--- config.mk ---
export PLATFORM = sky130hd
export DESIGN_NAME = reg_write_buffer_flat
export DESIGN_NICKNAME = d
export VERILOG_FILES = /design/src/rtl/reg_write_buffer_if.sv /design/src/rtl/reg_write_buffer.sv /design/src/flat_wrapper.sv
export SDC_FILE = /design/constraint.sdc
export NUM_CORES = 1
export LEC_CHECK = 0
export CORE_AREA = 5 5 159 161
export CTS_BUF_LIST = sky130_fd_sc_hd__clkbuf_4
export DETAILED_ROUTE_END_ITERATION = 7
export DIE_AREA = 0 0 164 166
export GPL_TIMING_DRIVEN = 0
export PLACE_DENSITY = 0.84
export SYNTH_ARGS = -nofsm -noshare
export SYNTH_HDL_FRONTEND = slang
export SYNTH_SLANG_ARGS = --single-unit
--- constraint.sdc ---
create_clock -name clk -period 7.73 [get_ports clk]
set_input_delay 0.773 -clock clk [delete_from_list [all_inputs] [get_ports clk]]
set_output_delay 0.773 -clock clk [all_outputs]
set_load 0.02 [all_outputs]
--- src/rtl/reg_write_buffer_if.sv ---
// Register write buffer bus.
// Groups the writeback offer handshake, the register-file drain port, the
// decode read-port forwarding lookups and the occupancy count.
//   master : producer / decode / register-file side (drives offers, drain_en, read numbers)
//   slave  : the buffer itself (drives in_ready, write port, forwarding results, count)
interface reg_write_buffer_if #(
  parameter int unsigned DEPTH = 4
);
  localparam int unsigned CntW = $clog2(DEPTH) + 1;

  logic            in_valid;
  logic [4:0]      in_reg_num;
  logic [31:0]     in_data;
  logic            in_ready;
  logic            drain_en;
  logic [4:0]      Write_Reg_Num;
  logic [31:0]     Write_Data;
  logic            RegWrite;
  logic [4:0]      Read_Reg_Num_1;
  logic [4:0]      Read_Reg_Num_2;
  logic            fwd_hit_1;
  logic            fwd_hit_2;
  logic [31:0]     fwd_data_1;
  logic [31:0]     fwd_data_2;
  logic [CntW-1:0] count;

  modport master (
    output in_valid, in_reg_num, in_data, drain_en, Read_Reg_Num_1, Read_Reg_Num_2,
    input  in_ready, Write_Reg_Num, Write_Data, RegWrite,
    input  fwd_hit_1, fwd_hit_2, fwd_data_1, fwd_data_2, count
  );

  modport slave (
    input  in_valid, in_reg_num, in_data, drain_en, Read_Reg_Num_1, Read_Reg_Num_2,
    output in_ready, Write_Reg_Num, Write_Data, RegWrite,
    output fwd_hit_1, fwd_hit_2, fwd_data_1, fwd_data_2, count
  );
endinterface

--- src/rtl/reg_write_buffer.sv ---
// Pending register-write buffer between writeback and the register file.
// Writes are queued in order, drained one per cycle whenever the register
// file write port is free, and the youngest pending value of any register is
// forwarded to the two decode read ports.
// Ports:
//   clk   : clock, all state on the rising edge
//   reset : synchronous active-high reset
//   bus   : reg_write_buffer_if.slave (offer handshake, drain port, forwarding, count)
// DEPTH must be a power of two in 2..16 so the pointers wrap naturally.
module reg_write_buffer #(
  parameter int unsigned DEPTH = 4
) (
  input logic               clk,
  input logic               reset,
  reg_write_buffer_if.slave bus
);
  localparam int unsigned PtrW = $clog2(DEPTH);
  localparam int unsigned CntW = PtrW + 1;

  logic [4:0]      reg_q  [DEPTH];
  logic [31:0]     data_q [DEPTH];
  logic [PtrW-1:0] head_q, tail_q;
  logic [CntW-1:0] count_q, count_d;

  logic in_ready;
  logic enq;
  logic deq;

  // in_ready depends only on registered occupancy, never on this cycle's drain.
  assign in_ready = count_q < CntW'(DEPTH);
  // Writes to r0 complete the handshake but are dropped.
  assign enq      = bus.in_valid && in_ready && (bus.in_reg_num != 5'd0);
  assign deq      = (count_q != '0) && bus.drain_en;

  always_comb begin
    count_d = count_q;
    unique case ({enq, deq})
      2'b10:   count_d = count_q + 1'b1;
      2'b01:   count_d = count_q - 1'b1;
      default: count_d = count_q;
    endcase
  end

  always_ff @(posedge clk) begin
    if (reset) begin
      head_q  <= '0;
      tail_q  <= '0;
      count_q <= '0;
      for (int i = 0; i < DEPTH; i++) begin
        reg_q[i]  <= 5'd0;
        data_q[i] <= 32'd0;
      end
    end else begin
      if (enq) begin
        reg_q[tail_q]  <= bus.in_reg_num;
        data_q[tail_q] <= bus.in_data;
        tail_q         <= tail_q + 1'b1;
      end
      if (deq) begin
        head_q <= head_q + 1'b1;
      end
      count_q <= count_d;
    end
  end

  // Forwarding: walk entries oldest to youngest so the last match wins.
  // Only registered entries are searched; the head being drained still counts.
  logic            hit_1, hit_2;
  logic [31:0]     fdata_1, fdata_2;
  logic [PtrW-1:0] idx;

  always_comb begin
    hit_1   = 1'b0;
    hit_2   = 1'b0;
    fdata_1 = 32'd0;
    fdata_2 = 32'd0;
    idx     = head_q;
    for (int i = 0; i < DEPTH; i++) begin
      idx = head_q + PtrW'(i);
      if (CntW'(i) < count_q) begin
        if ((bus.Read_Reg_Num_1 != 5'd0) && (reg_q[idx] == bus.Read_Reg_Num_1)) begin
          hit_1   = 1'b1;
          fdata_1 = data_q[idx];
        end
        if ((bus.Read_Reg_Num_2 != 5'd0) && (reg_q[idx] == bus.Read_Reg_Num_2)) begin
          hit_2   = 1'b1;
          fdata_2 = data_q[idx];
        end
      end
    end
  end

  assign bus.in_ready      = in_ready;
  assign bus.RegWrite      = deq;
  assign bus.Write_Reg_Num = (count_q != '0) ? reg_q[head_q]  : 5'd0;
  assign bus.Write_Data    = (count_q != '0) ? data_q[head_q] : 32'd0;
  assign bus.fwd_hit_1     = hit_1;
  assign bus.fwd_hit_2     = hit_2;
  assign bus.fwd_data_1    = fdata_1;
  assign bus.fwd_data_2    = fdata_2;
  assign bus.count         = count_q;
endmodule
--- src/flat_wrapper.sv ---
// flat-port wrapper written by rule: the top's interface ports become plain ports
module reg_write_buffer_flat 
#(
  parameter int unsigned DEPTH = 4
)
  (clk, reset, bus_in_valid, bus_in_reg_num, bus_in_data, bus_drain_en, bus_Read_Reg_Num_1, bus_Read_Reg_Num_2, bus_in_ready, bus_Write_Reg_Num, bus_Write_Data, bus_RegWrite, bus_fwd_hit_1, bus_fwd_hit_2, bus_fwd_data_1, bus_fwd_data_2, bus_count);
  reg_write_buffer_if #(.DEPTH(DEPTH)) bus_i ();
  input logic clk;
  input logic reset;
  input wire logic [$bits(bus_i.in_valid)-1:0] bus_in_valid;
  input wire logic [$bits(bus_i.in_reg_num)-1:0] bus_in_reg_num;
  input wire logic [$bits(bus_i.in_data)-1:0] bus_in_data;
  input wire logic [$bits(bus_i.drain_en)-1:0] bus_drain_en;
  input wire logic [$bits(bus_i.Read_Reg_Num_1)-1:0] bus_Read_Reg_Num_1;
  input wire logic [$bits(bus_i.Read_Reg_Num_2)-1:0] bus_Read_Reg_Num_2;
  output wire logic [$bits(bus_i.in_ready)-1:0] bus_in_ready;
  output wire logic [$bits(bus_i.Write_Reg_Num)-1:0] bus_Write_Reg_Num;
  output wire logic [$bits(bus_i.Write_Data)-1:0] bus_Write_Data;
  output wire logic [$bits(bus_i.RegWrite)-1:0] bus_RegWrite;
  output wire logic [$bits(bus_i.fwd_hit_1)-1:0] bus_fwd_hit_1;
  output wire logic [$bits(bus_i.fwd_hit_2)-1:0] bus_fwd_hit_2;
  output wire logic [$bits(bus_i.fwd_data_1)-1:0] bus_fwd_data_1;
  output wire logic [$bits(bus_i.fwd_data_2)-1:0] bus_fwd_data_2;
  output wire logic [$bits(bus_i.count)-1:0] bus_count;
  assign bus_i.in_valid = bus_in_valid;
  assign bus_i.in_reg_num = bus_in_reg_num;
  assign bus_i.in_data = bus_in_data;
  assign bus_i.drain_en = bus_drain_en;
  assign bus_i.Read_Reg_Num_1 = bus_Read_Reg_Num_1;
  assign bus_i.Read_Reg_Num_2 = bus_Read_Reg_Num_2;
  assign bus_in_ready = bus_i.in_ready;
  assign bus_Write_Reg_Num = bus_i.Write_Reg_Num;
  assign bus_Write_Data = bus_i.Write_Data;
  assign bus_RegWrite = bus_i.RegWrite;
  assign bus_fwd_hit_1 = bus_i.fwd_hit_1;
  assign bus_fwd_hit_2 = bus_i.fwd_hit_2;
  assign bus_fwd_data_1 = bus_i.fwd_data_1;
  assign bus_fwd_data_2 = bus_i.fwd_data_2;
  assign bus_count = bus_i.count;
  reg_write_buffer #(.DEPTH(DEPTH)) u_core (.clk(clk), .reset(reset), .bus(bus_i));
endmodule
* Yosys cells after proc, flatten, opt, wreduce, memory -nomap -nowiden
Memory sizes are Yosys's and may differ from the RTL's. A register that Yosys moved wholly into a read port is not among the register bits. Index checks and enable logic that the tools add are counted. Widths: inputs -> output; s select.
Operators by class: $mul 0, $add $sub $neg 6, muxes and demuxes 50, reductions and logical operators 18, equality and inequality tests 10, div/mod/pow operators 0, $lt $le $gt $ge 5, bitwise gates (word level) 0, shifts and indexed selects 0
Operators by type and width (number):
- $mux 32 | 18
- $eq 5x5->1 | 8
- $reduce_or 32->1 | 1
- $mux 1 | 23
- $reduce_bool 5->1 | 3
- $mux 2 | 6
- $logic_and 1x1->1 | 11
- $mux 5 | 2
- $lt 1x3->1 const A | 2
- $lt 2x3->1 const A | 2
- $pmux 3 s2 | 1
- $reduce_or 5->1 | 1
- $add 2x1->2 const B | 2
- $add 2x2->2 const B | 2
- $add 3x1->3 const B | 1
- $lt 3x3->1 const B | 1
- $reduce_bool 3->1 | 1
- $sub 3x1->3 const B | 1
- $eq 2x1->1 const B | 1
- $eq 2x2->1 const B | 1
- $reduce_bool 2->1 | 1
Storage, ports and cells: memories kept 2, ROM bits 0, bits in latches 0, input bits 51, output and inout port bits 108, register bits 7, RAM bits 148
Memory list:
- u_core.data_q | words 4, bits a word 32, rd ports 4, clocked after memory_dff 1, write ports 4, line reg_write_buffer.sv:21 | logic [31:0] data_q [DEPTH];
- u_core.reg_q | words 4, bits a word 5, rd ports 4, clocked after memory_dff 1, write ports 4, line reg_write_buffer.sv:20 | logic [4:0] reg_q [DEPTH];

* Logic depth before layout (Yosys ltp)
word-level depth 10, depth in mapped cells 11, mapped depth without buffers 8

* Worst setup path before layout
OpenSTA, ideal clock, no wires.
path kind input to output, start input bus_Read_Reg_Num_2[0], end output bus_fwd_data_2[31], data required time 6957 ps, stages 7, data arrival time 2597 ps, setup slack 4360 ps, path through clkbuf_1 -> xnor2_1 -> a211o_1 -> nor4_2 -> buf_2 -> a31oi_1 -> o221ai_1
On the way: word-level cells in the longest chain between the ends 10, elaborated cells on any way between the ends 17
Ends and longest elaborated chain:
- start, declared | line flat_wrapper.sv:15 | input wire logic [$bits(bus_i.Read_Reg_Num_2)-1:0] bus_Read_Reg_Num_2;
- $eq 5x5->1 or $reduce_bool 5->1 (tied branches) | line reg_write_buffer.sv:85 | if ((bus.Read_Reg_Num_2 != 5'd0) && (reg_q[idx] == bus.Read_Reg_Num_2)) begin
- $logic_and 1x1->1 | line reg_write_buffer.sv:85
- $mux 32 | line reg_write_buffer.sv:85
- $mux 32 | line reg_write_buffer.sv:80 | if (CntW'(i) < count_q) begin
- $mux 32 | line reg_write_buffer.sv:85
- $mux 32 | line reg_write_buffer.sv:80
- $mux 32 | line reg_write_buffer.sv:85
- $mux 32 | line reg_write_buffer.sv:80
- $mux 32 | line reg_write_buffer.sv:85
- $mux 32 (*) | line reg_write_buffer.sv:80
- end, declared | line flat_wrapper.sv:23 | output wire logic [$bits(bus_i.fwd_data_2)-1:0] bus_fwd_data_2;
Mark *: on every way between the ends. The rest lies on a longest branch, timed or not.

==> results.tsv <==
metric	value	unit
fin_util	0.623	
synth_top_family_by_area	multiplexers	
cp-end-kind	output port	
wirelength	40400	microns
synth_cell_type_count	47	
fmax	170	MHz
worst_slew_pin_slew	1220	ps
hold_path_class	reg -> reg	
gp_congestion	0.954	
cts_tree	yes	
clockRootBuffer	clkbuf_4	
synth_nets	1151	
crit_path_start_kind	register	
setup.reg_to_reg.worst_slack	4330	ps
ys_warn_count	0	
async_flop_share	0	
synth_edf_count	148	
powerDensity	257	nW/um^2
fp.coreArea	23800	sq um
cts_sinks	157	
worst_ep_required_time	6960	ps
first_global_vias	10600	
crit_fanout	10	
fin_skew	22.7	ps
seq_power_share	0.299	
cts_resized	0	
final_common_cell	clkdlybuf4s50_1	
track_usage	0.296	
synthXorXnorAreaFrac	0.0335	
drive_gt1_frac	0.185	
drv_cap	0	
netlist_top_cells_area	edfxtp_1, mux4_2, nand2_1, mux2i_1, a31oi_1	
final.fill_count	1870	
htree_levels	4	
insertion_delay	600	ps
synth_ff_type	edfxtp_1	
p_int	2.21	mW
sw_frac_of_total	0.422	
slew_viol_final	0	
multiInputGateArea	7280	sq um
reg2reg_from	u_core.bus.count[2]$_SDFFE_PP0P_	
antenna_found_initial	1	
reg2regPathDepth	5	
layout_worst_path_cycle_share	0.763	
min_path_cells	2	
pwr-share-clk	0.140	
ys_seq_area_frac	0.368	
setup_violations	0	
ctsHoldBuffers	0	
cts-buffers-inserted	17	
hpwlAfterDp	29100	microns
switching_power	1.61	mW
irDropWorstVdd	0.142	mV
hold_start	u_core.tail_q[1]$_SDFFE_PP0P_	
synth-simple-area-share	0.177	
synth_cells	1095	
yosys.area.top_type	edfxtp_1	
nets	1322	
synth-compound-area-share	0.0637	
grt_max_degree	38	
synth_adder_area_share	0.00498	
via_per_inst	6.76	
rsz0062_at_grt	false	
routedWlPerCell	25.2	microns
grt_overflow	0	
regToRegEndpoint	u_core.data_q[0][14]$_SDFFCE_PN0P_	
hold_end	u_core.tail_q[1]$_SDFFE_PP0P_	
finalHoldViolCount	0	
fp.dieH	166	microns
clkTransAtPathRegs	150	ps
drtAntennaViolNets	0	
finalSetupTns	0	ps
drt_iter0_drc	1693	
rows	57	
p_leak	5.08	nW
worstPathArrival	5130	ps
dieArea	27200	sq um
vias	10800	
ff_latch_area	4620	sq um
drt_pass1_iterations	8	
syn-cell-area	12600	sq um
power_frac_comb	0.561	
final_cell_mix	clkdlybuf4s50_1, edfxtp_1, mux4_2	
ios	159	
floorplan.initialDensity	0.528	
layout_min_cycle_time	5900	ps
die_x	164	microns
netlist.area_leader.share	0.354	
ys_ff_latch	157	
synth.avg_cell_area	11.5	sq um
drc	2	
postCtsSetupBuffers	0	
violations	DRC	
grt_pass1_wl	61800	microns
synthToLayoutAreaGrowth	18.2	%
path_class	reg -> out	
outcome	finished, violations left	
cts_buffer_depth	2	
synth_mux_area_frac	0.299	
io_buffers	149	
relSlewSlack	0.177	
[worst max-delay path, stage by stage, from the launching register on]
cell             delay (ps)
dfxtp_1                 460
clkbuf_1                630
mux4_2                  470
xnor2_1                 170
nand4_1                 140
nor4_2                  930
clkbuf_1                520
nand3_1                 160
a31oi_1                 360
clkdlybuf4s50_1         680
[flip-flops by register name, indices dropped and copies added, names as in the netlist, named ones only]
signal	count
u_core.tail_q	2
u_core.reg_q	20
u_core.bus.count	3
u_core.data_q	128
u_core.head_q	2
[stage by stage]
stage	instances	setup slack [ps]	instance area, sq um	hold slack [ps]	power [mW]
6_report	1604	1830	14900	608	3.82
5_1_grt	1604	1840	14900	637	3.98
4_1_cts	1603	2020	14800	608	3.79
3_5_place_dp	1571	2780	14600	585	3.27
3_3_place_gp	1568	2230	14500	569	3.22
2_1_floorplan	1095	4360	12600	539	2.56
[final cells by class]
cell class,count,area share
Timing Repair Buffer,152,0.105
Inverter,42,0.0106
Buffer,111,0.0355
Antenna cell,1,0.000169
Tap cell,324,0.0273
Sequential cell,157,0.311
Clock buffer,18,0.00910
Clock inverter,14,0.0107
Multi-Input combinational cell,785,0.490
[synth_stat cells, drive strengths merged (4+ instances only)]
cell      n
o221ai   32
nand2   140
nand3    34
nand3b   33
and2     38
edfxtp  148
a31oi    64
buf      50
dfxtp     9
nor3b    32
nor2     86
inv      42
xnor2    24
mux4    147
clkbuf   61
ha        5
nand4     9
mux2i    44
a21oi     4
nor2b    39
xor2     24
nor4      6
[power groups by stage]
stage               clock network [mW]  logic [mW]  registers [mW]
floorplan                            0        1.43            1.13
finish                           0.534        2.14            1.14
global placement                     0        2.08            1.15
global route                     0.564        2.26            1.15
CTS                              0.530        2.12            1.14
detailed placement                   0        2.11            1.16
[logic make-up (layout without fill, tap and decap cells)]
family,after synthesis,count (layout)
and+or+nand+nor,429,429
buffers and inverters,153,337
adders and majority gates,5,5
AOI/OAI and AO/OA,112,112
other,0,1
muxes,191,191
DFF,157,157
xor gates and xnor gates,48,48
[layer usage]
layer	vias up	wire, microns	track usage
met5	-	23	0
met4	2	1990	0.134
met2	948	19000	0.468
li1	4529	-	-
met3	168	5610	0.0824
met1	5196	13800	0.381
[worst max-delay path by stage]
stage               slack, ps                   from  cells after the start                                  to
global route             1840               register                      9                  bus_fwd_data_1[31]
global placement         2230      bus_in_reg_num[0]                      4  u_core.data_q[1][27]$_SDFFCE_PN0P_
detailed placement       2780               register                      9                  bus_fwd_data_1[31]
floorplan                4360  bus_Read_Reg_Num_2[0]                      7                  bus_fwd_data_2[31]
CTS                      2020               register                      9                  bus_fwd_data_1[31]
finish                   1830               register                      9                  bus_fwd_data_1[19]
Note: power is estimated with default switching activity, not from simulation.
